<file path="src/rtl/morphle_port_driver.sv">
// Host-side port driving a row of Morphle columns from the top edge.
// Each input word goes out dual-rail (01 = zero, 10 = one). The port waits for
// every column to answer, captures the answer, then returns the pairs to empty.
// The upward rails are asynchronous and pass through synchronizer flops.
module morphle_port_driver #(
    parameter int unsigned WIDTH       = 4,
    parameter int unsigned SYNC_STAGES = 2,
    parameter int unsigned TIMEOUT     = 255
) (
    input  logic               clk,
    input  logic               reset,
    input  logic               in_valid,
    output logic               in_ready,
    input  logic [WIDTH-1:0]   in_data,
    output logic [2*WIDTH-1:0] dout,
    input  logic [2*WIDTH-1:0] uin,
    output logic               out_valid,
    input  logic               out_ready,
    output logic [WIDTH-1:0]   out_data,
    output logic               out_err,
    output logic               stuck
);

    localparam int unsigned CntW = $clog2(TIMEOUT + 1);

    typedef enum logic [1:0] {StIdle, StDrive, StRtz} state_e;

    state_e state_q, state_d;

    logic [SYNC_STAGES-1:0][2*WIDTH-1:0] sync_q;
    logic [2*WIDTH-1:0] s;
    logic [2*WIDTH-1:0] s_prev_q;
    logic [CntW-1:0]    cnt_q, cnt_d;
    logic [2*WIDTH-1:0] dout_q, dout_d;
    logic               out_valid_q, out_valid_d;
    logic [WIDTH-1:0]   out_data_q, out_data_d;
    logic               out_err_q, out_err_d;
    logic               stuck_q, stuck_d;

    logic [2*WIDTH-1:0] enc;
    logic [WIDTH-1:0]   rail1;
    logic               all_full;
    logic               any_illegal;
    logic               all_empty;
    logic               complete;
    logic               timeout;
    logic               accept;

    assign s         = sync_q[SYNC_STAGES-1];
    // Identical non-empty samples on two cycles: dual-rail only moves monotonically,
    // so a repeat means every column's skewed rails have settled.
    assign complete  = all_full && (s == s_prev_q);
    assign all_empty = (s == '0) && (s_prev_q == '0);
    assign timeout   = (cnt_q == CntW'(TIMEOUT - 1));
    assign in_ready  = (state_q == StIdle) && !out_valid_q && !reset;
    assign accept    = in_valid && in_ready;

    assign dout      = dout_q;
    assign out_valid = out_valid_q;
    assign out_data  = out_data_q;
    assign out_err   = out_err_q;
    assign stuck     = stuck_q;

    // Synchronize upward rails; keep the previous synchronized sample for stability checks.
    always_ff @(posedge clk or posedge reset) begin
        if (reset) begin
            sync_q   <= '0;
            s_prev_q <= '0;
        end else begin
            sync_q   <= {sync_q[SYNC_STAGES-2:0], uin};
            s_prev_q <= s;
        end
    end

    // Per-column encode of the input word and decode of the synchronized answer.
    always_comb begin
        enc         = '0;
        rail1       = '0;
        all_full    = 1'b1;
        any_illegal = 1'b0;
        for (int i = 0; i < int'(WIDTH); i++) begin
            enc[2*i +: 2] = in_data[i] ? 2'b10 : 2'b01;
            rail1[i]      = s[2*i+1];
            all_full      = all_full & (|s[2*i +: 2]);
            any_illegal   = any_illegal | (&s[2*i +: 2]);
        end
    end

    // Next-state, drive, capture and handshake logic.
    always_comb begin
        state_d     = state_q;
        cnt_d       = cnt_q;
        dout_d      = dout_q;
        out_valid_d = out_valid_q;
        out_data_d  = out_data_q;
        out_err_d   = out_err_q;
        stuck_d     = stuck_q;

        if (out_valid_q && out_ready) begin
            out_valid_d = 1'b0;
            out_data_d  = '0;
            out_err_d   = 1'b0;
        end

        case (state_q)
            StIdle: begin
                cnt_d = '0;
                if (accept) begin
                    state_d = StDrive;
                    dout_d  = enc;
                end
            end
            StDrive: begin
                cnt_d = cnt_q + 1'b1;
                if (complete || timeout) begin
                    state_d     = StRtz;
                    cnt_d       = '0;
                    dout_d      = '0;
                    out_valid_d = 1'b1;
                    out_data_d  = complete ? rail1 : '0;
                    out_err_d   = complete ? any_illegal : 1'b1;
                end
            end
            StRtz: begin
                cnt_d  = cnt_q + 1'b1;
                dout_d = '0;
                if (all_empty) begin
                    state_d = StIdle;
                end else if (timeout) begin
                    state_d = StIdle;
                    stuck_d = 1'b1;
                end
            end
            default: begin
                state_d = StIdle;
                dout_d  = '0;
            end
        endcase
    end

    // State register; reset forces the column drive empty immediately.
    always_ff @(posedge clk or posedge reset) begin
        if (reset) begin
            state_q     <= StIdle;
            cnt_q       <= '0;
            dout_q      <= '0;
            out_valid_q <= 1'b0;
            out_data_q  <= '0;
            out_err_q   <= 1'b0;
            stuck_q     <= 1'b0;
        end else begin
            state_q     <= state_d;
            cnt_q       <= cnt_d;
            dout_q      <= dout_d;
            out_valid_q <= out_valid_d;
            out_data_q  <= out_data_d;
            out_err_q   <= out_err_d;
            stuck_q     <= stuck_d;
        end
    end

endmodule

</file>
<file path="config.mk">
export PLATFORM = sky130hd
export DESIGN_NAME = morphle_port_driver
export DESIGN_NICKNAME = d
export VERILOG_FILES = /design/src/rtl/morphle_port_driver.sv
export SDC_FILE = /design/constraint.sdc
export NUM_CORES = 1
export LEC_CHECK = 0
export BUFFER_PORTS_ARGS = -buffer_cell sky130_fd_sc_hd__buf_2
export CAP_MARGIN = 20
export CORE_MARGIN = 2
export CORE_UTILIZATION = 42
export CTS_CLUSTER_SIZE = 24
export DETAILED_ROUTE_END_ITERATION = 6
export SYNTH_ARGS = -nofsm -noshare
export SYNTH_HDL_FRONTEND = slang
export SYNTH_SLANG_ARGS = --single-unit
export TNS_END_PERCENT = 50
</file>
<file path="constraint.sdc">
create_clock -name clk -period 3.66 [get_ports clk]
set_input_delay 0.915 -clock clk [delete_from_list [all_inputs] [get_ports clk]]
set_output_delay 0.915 -clock clk [all_outputs]
set_load 0.01 [all_outputs]
</file>
==> metrics.yaml <==
cts.path.max_buffers: 2
layout.nets: 231
core_sq_um: 4750
postSynthAreaPerCell_sq_um: 12.2
grtUsageMet2: 0.258
status: "finished, final reports clean"
finalClockSkew_ns: 0.00134
reg2reg_depth: 5
worst_pin_slew_ns: 0.591
h-tree-depth: 2
cp_slowest_cell: "dfrtp_1"
regToRegSetupSlack_ns: 1.51
cp-end-kind: "output port"
crit_chain: "inv_1, ha_1, and3_1, buf_2"
wl_per_cell_um: 13.5
ctsRootBufferMaster: "clkbuf_8"
fp.dieW_um: 74.4
vias: 1375
post_dp_cell_area_sq_um: 2310
die_area_sq_um: 5540
layout_common_cells: "dfrtp_1 (49), buf_2 (31), nand2_1 (17)"
cp.required_ns: 2.74
numPortBuffers: 31
synthCells: 171
path_clk_slew_ns: 0.08
syn-cell-area_sq_um: 2080
insertion_delay_ns: 0.29
fmax_ghz: 0.407
drt_iter0_drc: 101
critPathLaunchType: "flop"
ys_warn_count: 0
hold_viol_final: 0
synthArstFlopShare: 1.00
tritoncts.num_buffers: 5
finalPower_w: 0.00143
startpoint: "state_q[0]"
final_common_cell: "dfrtp_1"
die_h_um: 74.4
synth_cell_type_count: 41
hp-class: "flop to flop"
busiest_layer: "met2"
antenna_left: 0
crit_path_max_incr_delay_ns: 0.42
routed_wl_um: 3720
synth-seq-area-share: 0.589
io_pins: 32
cts_resized: 0
ys_seq_elements: 49
drive_above_1_share: 0.268
rsz0062_at_grt: "no"
dp_hpwl_um: 2800
p_per_area_nw_per_um2: 589
crit_end: "in_ready"
hold_depth: 0
setup_violations: 0
numClockSinks: 49
vias_per_cell: 4.98
synth_top_cells_by_area: "dfrtp_1 (59%), ha_1 (4.2%), nand2_1 (3.1%), mux2_4 (2.9%), xor2_1 (2.5%)"
period_needed_ns: 2.46
post-route-cell-area_sq_um: 2430
crit_fanout: 10
insertedDiodeCount: 0
grt_pass1_wl_um: 6420
area_growth_pct: 16.9
synth-edff-count: 0
synth_ff_type: "dfrtp_1"
finalWeightedCongestion: 0.808
leakagePower_nw: 1.17
first_pass_iters: 4
antenna_found_initial: 0
critPathArrivalTime_ns: 1.54
post-route-period-util: 0.671
drc: 0
final-max-slew-violation-count: 0
vdd_drop_max_mv: 0.283
start_util: 0.438
cts_setup_buffers: 0
hold_buffers: 0
max_cap_violations: 0
met1_usage: 0.185
grt-ovfl-total: 0
grt_pass1_vias: 1399
grt_max_degree: 50
setup_tns_ns: 0
r2r-end: "dout[6]"
yosysTopAreaCell: "dfrtp_1"
crit_type: "flop to output port"
cts_tree: "built"
row_count: 25
synth_top_area_frac: 0.589
slew_headroom: 0.603
syn_nets: 194
met3_usage: 0.0407
grt.total_usage: 0.150
reg2reg_from: "s[5]"
-- synth_stat cells, types with 2 or more instances --
library cell,n
a31oi_1,4
nor4_2,2
dfrtp_1,49
nor2_1,7
nor4_1,3
a21o_1,2
a21oi_1,6
a41oi_1,2
o21ai_0,6
a21boi_0,2
nand3_1,5
nor2b_1,5
xor2_1,6
mux2_4,4
ha_1,7
xnor2_1,2
inv_1,13
nand2_1,17
a22o_2,2
mux2i_1,4
a22o_1,3
-- kinds of logic (layout without fill, tap and decap cells) --
logic type,count (synthesis),count (layout),share of synthesized area
fa+ha+maj,7,7,0.0421
compound gates,34,34,0.124
xor+xnor,8,8,0.0337
simple gates,49,49,0.127
buf+inv,15,53,0.0306
flops,49,49,0.589
mux,9,9,0.0535
-- flip-flops by register name (all words and copies together) (netlist names) --
name	flops
cnt_q	8
dout	8
out_data	4
out_err	1
out_valid	1
s	8
s_prev_q	8
state_q	2
stuck	1
sync_q	8
-- where the power goes --
part | total, W | switching, W | internal (W)
Clock | 0.000393 | 0.000171 | 0.000222
Combinational | 0.000385 | 0.000201 | 0.000183
Sequential | 0.000656 | 0.0000471 | 0.000609
Total | 0.00143 | 0.000419 | 0.00101
-- metal layers --
metal	vias up	wire length (um)
met1	677	1650
met2	28	1940
met4	0	17
li1	668	-
met5	-	0
met3	2	121
-- worst max-delay path: cells and delay by family (launching register included) --
| family | cells | cell delay, ns |
|---|---|---|
| fa+ha+maj | 1 | 0.35 |
| buf+inv | 2 | 0.25 |
| simple gates | 1 | 0.22 |
| flops | 1 | 0.42 |
-- worst min-delay path by stage --
stage                     endpoint  slack, ns  startpoint
after floorplan               s[0]       0.33   sync_q[0]
after global placement        s[5]       0.33   sync_q[5]
after detailed placement      s[4]       0.33   sync_q[4]
after CTS                     s[3]       0.36   sync_q[3]
after global routing          s[4]       0.36   sync_q[4]
final                         s[3]       0.35   sync_q[3]
-- metrics by stage --
step,std cells,setup slack [ns],util,hold WS [ns]
after floorplan,171,0.449,-,0.331
after global placement,268,1.39,0.487,0.333
after detailed placement,268,1.39,0.487,0.335
after CTS,276,1.14,0.512,0.356
after global routing,276,1.04,0.512,0.356
final,276,1.20,0.512,0.352
-- area by class of cell --
class / instances / area, sq um
Sequential cell: 49 / 1230
Multi-Input combinational cell: 107 / 792
Fill cell: 444 / 2320
Inverter: 13 / 48.8
Clock inverter: 2 / 37.5
Timing Repair Buffer: 32 / 163
Clock buffer: 6 / 82.6
Tap cell: 67 / 83.8
No activity file was read; power rests on OpenSTA's default activity.
